--- src/rtl/johnson_phase_tracker.sv ---
// rtl/johnson_phase_tracker.sv - Johnson code checker, phase decoder, lock tracker and revolution counter
module johnson_phase_tracker #(
  parameter int SIZE     = 4,
  parameter int LOCK_CNT = 3,
  parameter int CW       = 8,
  localparam int PW      = $clog2(2*SIZE)
) (
  input  logic                clk,
  input  logic                reset,
  input  logic                en,
  input  logic                clear,
  input  logic [SIZE-1:0]     code_in,
  output logic [PW-1:0]       phase,
  output logic [2*SIZE-1:0]   phase_onehot,
  output logic                locked,
  output logic                err_illegal,
  output logic                err_skip,
  output logic                rev_pulse,
  output logic [CW-1:0]       rev_count
);

  localparam logic [PW-1:0] LAST_PHASE = PW'(2*SIZE-1);
  localparam logic [3:0]    LOCK_TGT   = 4'(LOCK_CNT);

  typedef enum logic [1:0] {
    ST_UNLOCK = 2'd0,
    ST_TRACK  = 2'd1,
    ST_LOCKED = 2'd2,
    ST_FAULT  = 2'd3
  } state_t;

  state_t              r_state, w_nxt_state;
  logic [PW-1:0]       r_phase, w_nxt_phase;
  logic [3:0]          r_match, w_nxt_match;
  logic                r_err_illegal, w_nxt_err_illegal;
  logic                r_err_skip, w_nxt_err_skip;
  logic                r_rev_pulse, w_nxt_rev_pulse;
  logic [CW-1:0]       r_rev_count, w_nxt_rev_count;
  logic                r_locked, w_nxt_locked;
  logic [2*SIZE-1:0]   r_onehot, w_nxt_onehot;

  logic [PW-1:0]       w_ones;
  logic [SIZE-1:0]     w_pattern;
  logic                w_legal;
  logic [PW-1:0]       w_dec;
  logic [PW-1:0]       w_succ;
  logic                w_is_succ;
  logic                w_is_hold;

  // Legality and decode: rebuild the only legal pattern with this many ones and compare
  always_comb begin
    w_ones    = '0;
    w_pattern = '0;
    for (int i = 0; i < SIZE; i++) begin
      w_ones = w_ones + PW'(code_in[i]);
    end
    for (int i = 0; i < SIZE; i++) begin
      if (code_in[SIZE-1]) begin
        w_pattern[i] = (i >= SIZE - int'(w_ones));
      end else begin
        w_pattern[i] = (i < int'(w_ones));
      end
    end
    w_legal = (code_in == w_pattern);
    if (code_in[SIZE-1]) begin
      w_dec = w_ones;
    end else if (w_ones == '0) begin
      w_dec = '0;
    end else begin
      w_dec = PW'(2*SIZE - int'(w_ones));
    end
    w_succ    = (r_phase == LAST_PHASE) ? '0 : r_phase + PW'(1);
    w_is_succ = (w_dec == w_succ);
    w_is_hold = (w_dec == r_phase);
  end

  // Next-state and next-output logic; pulses default low every cycle
  always_comb begin
    w_nxt_state       = r_state;
    w_nxt_phase       = r_phase;
    w_nxt_match       = r_match;
    w_nxt_err_illegal = r_err_illegal;
    w_nxt_err_skip    = 1'b0;
    w_nxt_rev_pulse   = 1'b0;
    w_nxt_rev_count   = r_rev_count;
    if (clear) begin
      w_nxt_state       = ST_UNLOCK;
      w_nxt_match       = '0;
      w_nxt_err_illegal = 1'b0;
      w_nxt_rev_count   = '0;
    end else if (en) begin
      unique case (r_state)
        ST_UNLOCK: begin
          if (w_legal) begin
            w_nxt_state = ST_TRACK;
            w_nxt_phase = w_dec;
            w_nxt_match = '0;
          end else begin
            w_nxt_state       = ST_FAULT;
            w_nxt_err_illegal = 1'b1;
          end
        end
        ST_TRACK: begin
          if (!w_legal) begin
            w_nxt_state       = ST_FAULT;
            w_nxt_err_illegal = 1'b1;
          end else if (w_is_succ) begin
            w_nxt_phase = w_dec;
            w_nxt_match = r_match + 4'd1;
            if (r_match + 4'd1 == LOCK_TGT) begin
              w_nxt_state = ST_LOCKED;
            end
          end else if (!w_is_hold) begin
            w_nxt_phase = w_dec;
            w_nxt_match = '0;
          end
        end
        ST_LOCKED: begin
          if (!w_legal) begin
            w_nxt_state       = ST_FAULT;
            w_nxt_err_illegal = 1'b1;
          end else if (w_is_succ) begin
            w_nxt_phase = w_dec;
            if (r_phase == LAST_PHASE) begin
              w_nxt_rev_pulse = 1'b1;
              w_nxt_rev_count = r_rev_count + CW'(1);
            end
          end else if (!w_is_hold) begin
            w_nxt_err_skip = 1'b1;
            w_nxt_state    = ST_TRACK;
            w_nxt_match    = '0;
            w_nxt_phase    = w_dec;
          end
        end
        default: begin
          w_nxt_err_illegal = 1'b1;
        end
      endcase
    end
    w_nxt_locked = (w_nxt_state == ST_LOCKED);
    w_nxt_onehot = '0;
    if (w_nxt_locked) begin
      w_nxt_onehot[w_nxt_phase] = 1'b1;
    end
  end

  // State and output registers, cleared asynchronously by reset
  always_ff @(posedge clk or negedge reset) begin
    if (!reset) begin
      r_state       <= ST_UNLOCK;
      r_phase       <= '0;
      r_match       <= '0;
      r_err_illegal <= 1'b0;
      r_err_skip    <= 1'b0;
      r_rev_pulse   <= 1'b0;
      r_rev_count   <= '0;
      r_locked      <= 1'b0;
      r_onehot      <= '0;
    end else begin
      r_state       <= w_nxt_state;
      r_phase       <= w_nxt_phase;
      r_match       <= w_nxt_match;
      r_err_illegal <= w_nxt_err_illegal;
      r_err_skip    <= w_nxt_err_skip;
      r_rev_pulse   <= w_nxt_rev_pulse;
      r_rev_count   <= w_nxt_rev_count;
      r_locked      <= w_nxt_locked;
      r_onehot      <= w_nxt_onehot;
    end
  end

  assign phase        = r_phase;
  assign phase_onehot = r_onehot;
  assign locked       = r_locked;
  assign err_illegal  = r_err_illegal;
  assign err_skip     = r_err_skip;
  assign rev_pulse    = r_rev_pulse;
  assign rev_count    = r_rev_count;

endmodule

--- config.mk ---
export PLATFORM = sky130hd
export DESIGN_NAME = johnson_phase_tracker
export DESIGN_NICKNAME = d
export VERILOG_FILES = /design/src/rtl/johnson_phase_tracker.sv
export SDC_FILE = /design/constraint.sdc
export NUM_CORES = 1
export LEC_CHECK = 0
export ABC_AREA = 0
export BUFFER_PORTS_ARGS = -buffer_cell sky130_fd_sc_hd__buf_4
export CAP_MARGIN = 10
export CORE_MARGIN = 2
export CORE_UTILIZATION = 62
export DETAILED_ROUTE_END_ITERATION = 6
export PLACE_DENSITY = 0.95
export SLEW_MARGIN = 40
export SYNTH_ARGS = -nofsm -noshare
export SYNTH_HDL_FRONTEND = slang
export SYNTH_SLANG_ARGS = --single-unit
--- constraint.sdc ---
create_clock -name clk -period 6.7 [get_ports clk]
set_clock_uncertainty 0.05 [all_clocks]
set_input_delay 1.675 -clock clk [delete_from_list [all_inputs] [get_ports clk]]
set_output_delay 1.675 -clock clk [all_outputs]
set_load 0.02 [all_outputs]
Yosys cells after proc, flatten, opt, wreduce, memory -nomap -nowiden
Cells that the tools add are included.

word-level totals
  register bits after elaboration = 29
  output and inout port bits = 23

cells by class
  magnitude comparators = 10
  equal/unequal tests = 13
  multiplexer cells = 58
  reduce and logical (&&, ||, !) cells = 14
  $add $sub $neg = 8

operator list
  cell                   number
  $mux W8                7
  $mux W4                8
  $mux W3                9
  $mux W1                21
  $mux W2                9
  $ne A3 B3 Y1 const B   5
  $pmux W4 S3            1
  $reduce_bool A2 Y1     5
  $add A8 B1 Y8 const B  1
  $ge A3 B4 Y1 const A   2
  $eq A3 B3 Y1           2
  $lt A1 B3 Y1 const A   2
  $lt A2 B3 Y1 const A   2
  $pmux W2 S3            1
  $pmux W3 S2            1
  $reduce_and A6 Y1      1
  $reduce_and A5 Y1      1
  $add A4 B1 Y4 const B  1
  $eq A2 B2 Y1 const B   2
  $eq A4 B2 Y1 const B   1
  $eq A4 B4 Y1           1
  $ge A1 B4 Y1 const A   1
  $ge A2 B4 Y1 const A   1
  $lt A3 B4 Y1 const B   1
  17 further kinds       17

Logic depth before layout (Yosys ltp)
Gate-level depths: netlist (run 1).

  depth after elaboration = 18
  mapped depth = 15

Worst setup path after synthesis (run 1)
No wires, ideal clock.

  kind = input to register
  start point = input port code_in[0]
  end point = register r_rev_count[3] (netlist: rev_count[3])
  setup time = 0.078 ns
  data required time = 6.572 ns
  setup slack = 1.713 ns
  stages on the path = 15
  arrival time = 4.859 ns
  path through = fa_1 > ha_1 > ha_1 > inv_1 > ha_1 > ha_1 > nand4b_1 > nand2_1 > xnor2_1 > a21oi_2 > nor4_4 > nand3_2 > buf_6 > or4b_1 > a21oi_1

on the way
  word-level cells in the longest chain between the ends = 9

ends and longest elaborated chain
  element                                              line    text
  start, declared                                      12      input logic [SIZE-1:0] code_in,
  $add A1 B1 Y2                                        55      w_ones = w_ones + PW'(code_in[i]);
  $add A2 B1 Y3                                        55
  $add A3 B1 Y3                                        55
  $sub A3 B3 Y4, or another cell as far along          59      w_pattern[i] = (i >= SIZE - int'(w_ones));
  $ge A1 B4 Y1, or another cell as far along           59
  $mux W1 / $mux W3 (equally long branches)            58, 65
  $eq A4 B4 Y1 / $eq A3 B3 Y1 (equally long branches)  64, 73
  $reduce_bool A2 Y1 (no source line)                  n/a
  $reduce_and A5 Y1 (no source line) *                 n/a
  end signal, assigned                                 166     r_rev_count <= w_nxt_rev_count;
  end, declared                                        38      logic [CW-1:0] r_rev_count, w_nxt_rev_count;

Mark *: on every way between the ends. The rest lies on a longest branch, timed or not.
A chain may end at the register's enable or synchronous reset.

Final worst setup path (run 1)
  start point = input port code_in[0]
  end point = register r_onehot[2] (netlist: phase_onehot[2])

on the way
  word-level cells in the longest chain between the ends = 18

ends and longest elaborated chain
  element                                                                    line  text
  parallel branches: the longest is 10 deep, another holds $sub A3 B3 Y4     n/a
  $pmux W3 S2 *                                                              92    unique case (r_state)
  $mux W3 *                                                                  91    end else if (en) begin
  $mux W3 *                                                                  86    if (clear) begin
  named net w_nxt_phase[0]                                                   33    logic [PW-1:0] r_phase, w_nxt_phase;
  $lt A3 B4 Y1 (not written as such) / $ge A3 B1 Y1 (equally long branches)  143   w_nxt_onehot[w_nxt_phase] = 1'b1;
  $logic_and A1 B1 Y1 (not written as such)                                  143
  $mux W1 (not written as such)                                              143
  $demux W1 S3 *                                                             143
  $mux W8 *                                                                  142   if (w_nxt_locked) begin
  named net w_nxt_onehot[2]                                                  40    logic [2*SIZE-1:0] r_onehot, w_nxt_onehot;
  end signal, assigned                                                       168   r_onehot <= w_nxt_onehot;
  end, declared                                                              40

Mark *: on every way through the listed nets, which the timed path passes.

==> results of run 1 <==
## final cells by class
| type | instances | area, µm² | share of cell area |
|---|---|---|---|
| clock inverters | 1 | 5.005 | 0.002039 |
| inverters | 17 | 63.81 | 0.02599 |
| multi-input cells | 176 | 1313 | 0.5347 |
| well taps | 46 | 57.56 | 0.02345 |
| repair buffers | 30 | 225.2 | 0.09174 |
| clock buffers | 7 | 65.06 | 0.02650 |
| flip-flops and latches | 29 | 725.7 | 0.2956 |
## stage by stage
| step | setup WS, ns | cell area [µm²] |
|---|---|---|
| finish | 1.495 | 2455 |
| global route | 1.257 | 2455 |
| CTS | 1.526 | 2455 |
| detailed placement | 1.245 | 2385 |
| global placement | 1.288 | 2385 |
| floorplan | 1.713 | 2157 |
## worst paths after layout
kind / from / end / slack [ns] / depth (start not counted)
max: code_in[0] / phase_onehot[2]$_DFF_PN0_ / 1.50 / 16
min: err_illegal$_DFFE_PN0P_ / err_illegal$_DFFE_PN0P_ / 0.50 / 2
max reg2reg: phase[0]$_DFF_PN0_ / rev_count[5]$_DFFE_PN0P_ / 3.86 / 9
min reg2reg: err_illegal$_DFFE_PN0P_ / err_illegal$_DFFE_PN0P_ / 0.50 / 2
max in group asynchronous: reset / phase[2]$_DFF_PN0_ / 5.12 / 1
min in group asynchronous: reset / rev_count[4]$_DFFE_PN0P_ / 1.21 / 1
## critical path: cells and delay by family
| family | cells | cell delay [ns] |
|---|---|---|
| AOI/OAI and AO/OA | 2 | 0.77 |
| xor gates and xnor gates | 1 | 0.17 |
| adders and majority gates | 5 | 1.61 |
| and+or+nand+nor | 5 | 0.83 |
| buffers and inverters | 3 | 0.33 |
## cells by family after synthesis
kind of cell             count (synthesis)  share of synthesized area
AND/OR/NAND/NOR                         94                     0.2488
multiplexers                             3                    0.01566
AO/OA/AOI/OAI                           52                     0.1943
flip-flops                              29                     0.3364
XOR/XNOR                                 8                    0.03248
buffers and inverters                   23                    0.05510
adder cells (fa/ha/maj)                 19                     0.1172
## flip-flops by register name, summed over array words and instances (netlist names)
name	flops
err_illegal	1
err_skip	1
locked	1
phase	3
phase_onehot	8
r_match	4
r_state	2
rev_count	8
rev_pulse	1
## metal layers
layer | track usage | part of all wire | vias to the layer above
met4 | 0.08889 | 0.014 | 0
met1 | 0.3368 | 0.43 | 900
met2 | 0.4295 | 0.51 | 49
met5 | 0 | 0 | -
li1 | - | - | 887
met3 | 0.05405 | 0.043 | 8
## power breakdown
part | internal [mW] | switching (mW)
clock network | 0.0607 | 0.0582
registers | 0.186 | 0.0128
logic | 0.102 | 0.157
## placed cells by master, fill, tap and decap left out, types with 2 or more instances in the layout
| cell | n |
|---|---|
| nor2_1 | 11 |
| clkbuf_8 | 2 |
| mux2i_1 | 2 |
| buf_4 | 30 |
| dfrtp_1 | 29 |
| nor2b_1 | 5 |
| and3_1 | 6 |
| and2_1 | 2 |
| a31oi_1 | 2 |
| nand4_1 | 3 |
| o21ai_0 | 10 |
| clkbuf_4 | 5 |
| a21oi_1 | 12 |
| a21oi_2 | 3 |
| inv_1 | 16 |
| ha_1 | 17 |
| or3_1 | 4 |
| xor2_1 | 2 |
| nand3b_1 | 2 |
| nand2_1 | 12 |
| nor3_1 | 16 |
| nand3_1 | 11 |
| nand3_2 | 2 |
| nand2b_1 | 9 |
| a21o_1 | 4 |
| or2_2 | 2 |
| fa_1 | 2 |
| xnor2_1 | 6 |
==> results.ini, run 1 <==
[power]
peakVddDrop_mv=0.1861
power_mw=0.5763
p_per_area_nw_per_um2=234.7
leakagePower_nw=1.128

[timing]
slew_headroom=0.4562
rsz0062_at_grt=false
tightest_slew_ns=0.8082
slew_viol_final=0
tns_ns=0
finalHoldViolations=0
finalSetupViolCount=0
min_period_over_period=0.7768
holdWs_ns=0.5019
clock.fmax_ghz=0.1921
min_period_ns=5.205

[setup_path]
worstSetupPathType=input port to flip-flop
required_ns=6.89
worstPathCellList=buf_4, fa_1, ha_1, ha_1, inv_1, ha_1, ha_1, nand4b_1, nand2_1, xnor2_1, a21oi_2, nor2_1, and3_1, a221oi_2, inv_2, nor3_1
cp_slowest_cell=fa_1
path_common_cell=ha_1
end_kind=flip-flop
slowest_delay_ns=0.47
worstPathArrival_ns=5.40
critPathLaunchType=input port
cp_max_fo=6

[die]
row_count=21
start_util=0.6464
die_x_um=62.99
coreArea_um2=3337
ios=31
die_area_um2=3967
die_h_um=62.99

[logic_synthesis]
synth_edf_count=0
yosysTopAreaCell=dfrtp_1
syn_area_per_cell_um2=9.461
synth_seq_area_share=0.3364
synth_top_area_frac=0.3364
netlist_area_um2=2157
synthFlopType=dfrtp_1
synthCells=228
yosysMostFrequentCell=dfrtp_1
yosys-top-cells-count=29 x dfrtp_1, 17 x ha_1, 16 x inv_1, 16 x nor3_1
async_flop_share=1.000
synth_area_leaders=dfrtp_1 34%, ha_1 9.9%, nor3_1 3.7%
syn-num-nets=255
ys_seq_elements=29
yosysWarnings=0
synth.distinct_cells=61

[global_route]
grt_use_total=0.2595
grt_first_pass_wirelength_mm=8.204
grt_overflow_total=0
antenna_found_initial=0
grt_max_degree=30
grt_pass1_vias=1748

[cts]
post-cts-setup-buffer-count=0
clock_latency_ns=0.32
cts.sinks=29
cts_resized=0
cts_tree=built
clkTransAtPathRegs_ns=0.09
cts.path.max_buffers=2
holdBufCountCts=0
cts_buffers=5
htreeDepth=2
cts-root-buf=clkbuf_4

[min_path]
hold_class=flip-flop to flip-flop

[detailed_routing]
drcViolationCount=0
num_vias=1844
drt_first_pass_iters=5
finalWirelength_mm=4.741
detail-route-antenna-nets=0
drt-initial-drc-count=117
viasPerCell=6.026
routedWlPerCell_um=15.49

[final_layout]
antennaDiodeCount=0
num-nets-final=286
fillers=244
area_growth_pct=13.80
drive_gt1_frac=0.2231
post-route-util=0.7357
stdcell_count=306

[placed_design]
routabilityCongestion=0.9000
dp_cells=298
io_buffers=30
dp_hpwl_mm=3.525

[outcome]
status=finished, final reports clean

[run]
cap_viol_max_count=0

Power figures use the tool's default switching activity.
==> run 2, diff against run 1 <==
- CORE_UTILIZATION: 62 -> 52
- PLACE_DENSITY: 0.95 -> 0.87
- clock period: 6.7 -> 4.7 ns (I/O delays scaled with it)
==> run 2 against run 1 <==
  * Critical path depth is 1 lower
  * Final area is 4.9% higher
  * Die area is 18% higher
  * Count of clock-buffer cells in the layout is 2 lower
  * Worst setup slack worse by 1.3 ns
  * Global-route usage is 3.9 points lower
  * Register-to-register slack worse by 1.9 ns
  * Via count is 1.3% lower
  * Sequential share of layout area is 1.4 points lower
  * Final cell count is 4.9% higher
==> results.ini, run 2 (synthesized netlist as in run 1, its figures left out) <==
[outcome]
status=finished, final reports clean

[setup_path]
ff2ff_setup_slack_ns=1.98  ; -1.88 ns
worstPathArrival_ns=4.60  ; -0.80 ns
r2r_start=phase[0]$_DFF_PN0_
cp_max_fo=8  ; +2
critPathLaunchType=input port
reg2reg_depth=10  ; +1
r2r_end=phase_onehot[4]$_DFF_PN0_
worstSetupPathType=input port to flip-flop
end_kind=flip-flop
required_ns=4.85  ; -2.04 ns

[die]
ios=31  ; unchanged
die_h_um=68.41  ; +8.6%
row_count=23  ; +9.5%
die_area_um2=4679  ; +18%
start_util=0.5393  ; -0.1072
coreArea_um2=4000  ; +20%
die_x_um=68.41  ; +8.6%

[global_route]
grt_use_total=0.2204  ; -0.03915
use_met3=0.06414  ; +0.01009
use_met2=0.3510  ; -0.07856
antenna_found_initial=0  ; unchanged
top_usage_layer=met2
grt_first_pass_wirelength_mm=7.748  ; -5.6%
grt_max_degree=30  ; unchanged
use_met1=0.2882  ; -0.04862
grt_pass1_vias=1722  ; -1.5%
grt_overflow_total=0  ; unchanged

[detailed_routing]
drcViolationCount=0  ; unchanged
finalWirelength_mm=4.759  ; +0.38%
detail-route-antenna-nets=0  ; unchanged
routedWlPerCell_um=14.83  ; -4.3%
drt_first_pass_iters=4  ; -1
viasPerCell=5.670  ; -5.9%
num_vias=1820  ; -1.3%
drt-initial-drc-count=128  ; +9.4%

[final_layout]
num-nets-final=297  ; +3.8%
area_growth_pct=19.37
antennaDiodeCount=0  ; unchanged
final_cell_mix=41 x buf_4, 29 x dfrtp_1, 17 x ha_1, 16 x inv_1, 16 x nor3_1
post-route-util=0.6437  ; -0.09193
drive_gt1_frac=0.2620  ; +0.03892
final_common_cell=buf_4

[timing]
rsz0062_at_grt=false
tightest_slew_ns=0.4811  ; -0.3271 ns
clock.fmax_ghz=0.2243
finalSetupViolCount=0  ; unchanged
slew_viol_final=0  ; unchanged
finalHoldViolations=0  ; unchanged
slew_headroom=0.6748  ; +0.2185
tns_ns=0  ; unchanged
min_period_over_period=0.9486
min_period_ns=4.459

[placed_design]
io_buffers=30  ; unchanged
dp_hpwl_mm=3.544  ; +0.53%
routabilityCongestion=0.8795  ; -2.3%

[power]
leakagePower_nw=1.191  ; +5.6%
p_per_area_nw_per_um2=337.1  ; +44%
peakVddDrop_mv=0.2549  ; +37%

[cts]
holdBufCountCts=0  ; unchanged
cts.path.max_buffers=2  ; unchanged
cts_tree=built
cts.sinks=29  ; unchanged
cts-root-buf=clkbuf_8
clock_latency_ns=0.29  ; -0.03 ns
cts_buffers=5  ; unchanged
htreeDepth=2  ; unchanged
clkTransAtPathRegs_ns=0.06  ; -0.03 ns

[min_path]
hold_class=flip-flop to flip-flop
min_delay_path_depth=2  ; unchanged
hold_path_end=err_illegal$_DFFE_PN0P_
min-delay-start=err_illegal$_DFFE_PN0P_

[run]
cap_viol_max_count=0  ; unchanged

-- run 2: changes by cell type in the layout (fill, tap and decap cells not counted), sizes merged --
cell / previous run / this run
clkinv: 1 / 2
buf: 30 / 41
clkinvlp: 0 / 1
clkbuf: 7 / 5
-- run 2: per-stage QoR --
step	total power [mW]	setup slack (ns)	instance area, µm²	instances	hold WS, ns
6_report	0.8679	0.2415	2575	321	0.4782
5_1_grt	0.9296	0.04707	2575	321	0.4908
4_1_cts	0.8627	0.1984	2559	321	0.4781
3_5_place_dp	0.6614	-0.09286	2472	313	0.4679
3_3_place_gp	0.6502	0.01867	2472	313	0.4655
2_1_floorplan	0.5702	0.2125	2157	228	0.4719
-- run 2: how the worst max path moves through the flow --
stage               startpoint  depth (start not counted)                        end  slack [ns]
floorplan           code_in[0]                         15   rev_count[3]$_DFFE_PN0P_        0.21
global placement    code_in[0]                         15  phase_onehot[6]$_DFF_PN0_        0.02
detailed placement  code_in[1]                         15  phase_onehot[6]$_DFF_PN0_       -0.09
CTS                 code_in[1]                         15  phase_onehot[6]$_DFF_PN0_        0.20
global route        code_in[1]                         15  phase_onehot[0]$_DFF_PN0_        0.05
finish              code_in[1]                         15  phase_onehot[4]$_DFF_PN0_        0.24
-- run 2: area by class of cell --
| class | count | area [µm²] |
|---|---|---|
| Multi-Input combinational cell | 176 | 1329 |
| Inverter | 17 | 63.81 |
| Clock buffer | 5 | 68.82 |
| Fill cell | 316 | 1425 |
| Sequential cell | 29 | 725.7 |
| Timing Repair Buffer | 41 | 307.8 |
| Clock inverter | 3 | 17.52 |
| Tap cell | 50 | 62.56 |
-- run 2: power by group --
group	leakage, nW	total, mW	internal (mW)	switching, mW
clock	0.0439	0.199	0.102	0.0974
sequential	0.387	0.284	0.265	0.0185
combinational	0.760	0.385	0.162	0.223
total	1.19	0.868	0.529	0.339
-- run 2: metal layers --
layer / vias up / part of all wire
li1: 908 / -
met1: 860 / 0.46
met2: 48 / 0.49
met3: 4 / 0.044
met4: 0 / 0.0057
met5: - / 0
-- run 2: critical path, cell delays in order --
cell,delay (ns)
buf_4,0.14
fa_1,0.46
ha_1,0.23
ha_1,0.30
inv_1,0.06
ha_1,0.21
ha_1,0.34
mux2i_2,0.21
xnor2_1,0.10
a21oi_2,0.17
and2_2,0.27
a2bb2o_4,0.24
a311oi_4,0.32
nand2_2,0.14
nor3_1,0.22
-- run 2: what timing repair did --
item                                    4_1_cts  5_1_grt
hold endpoints to repair                      0        0
buffers inserted                              0        0
gates resized for setup                       0        3
endpoints found under the setup margin        0        8
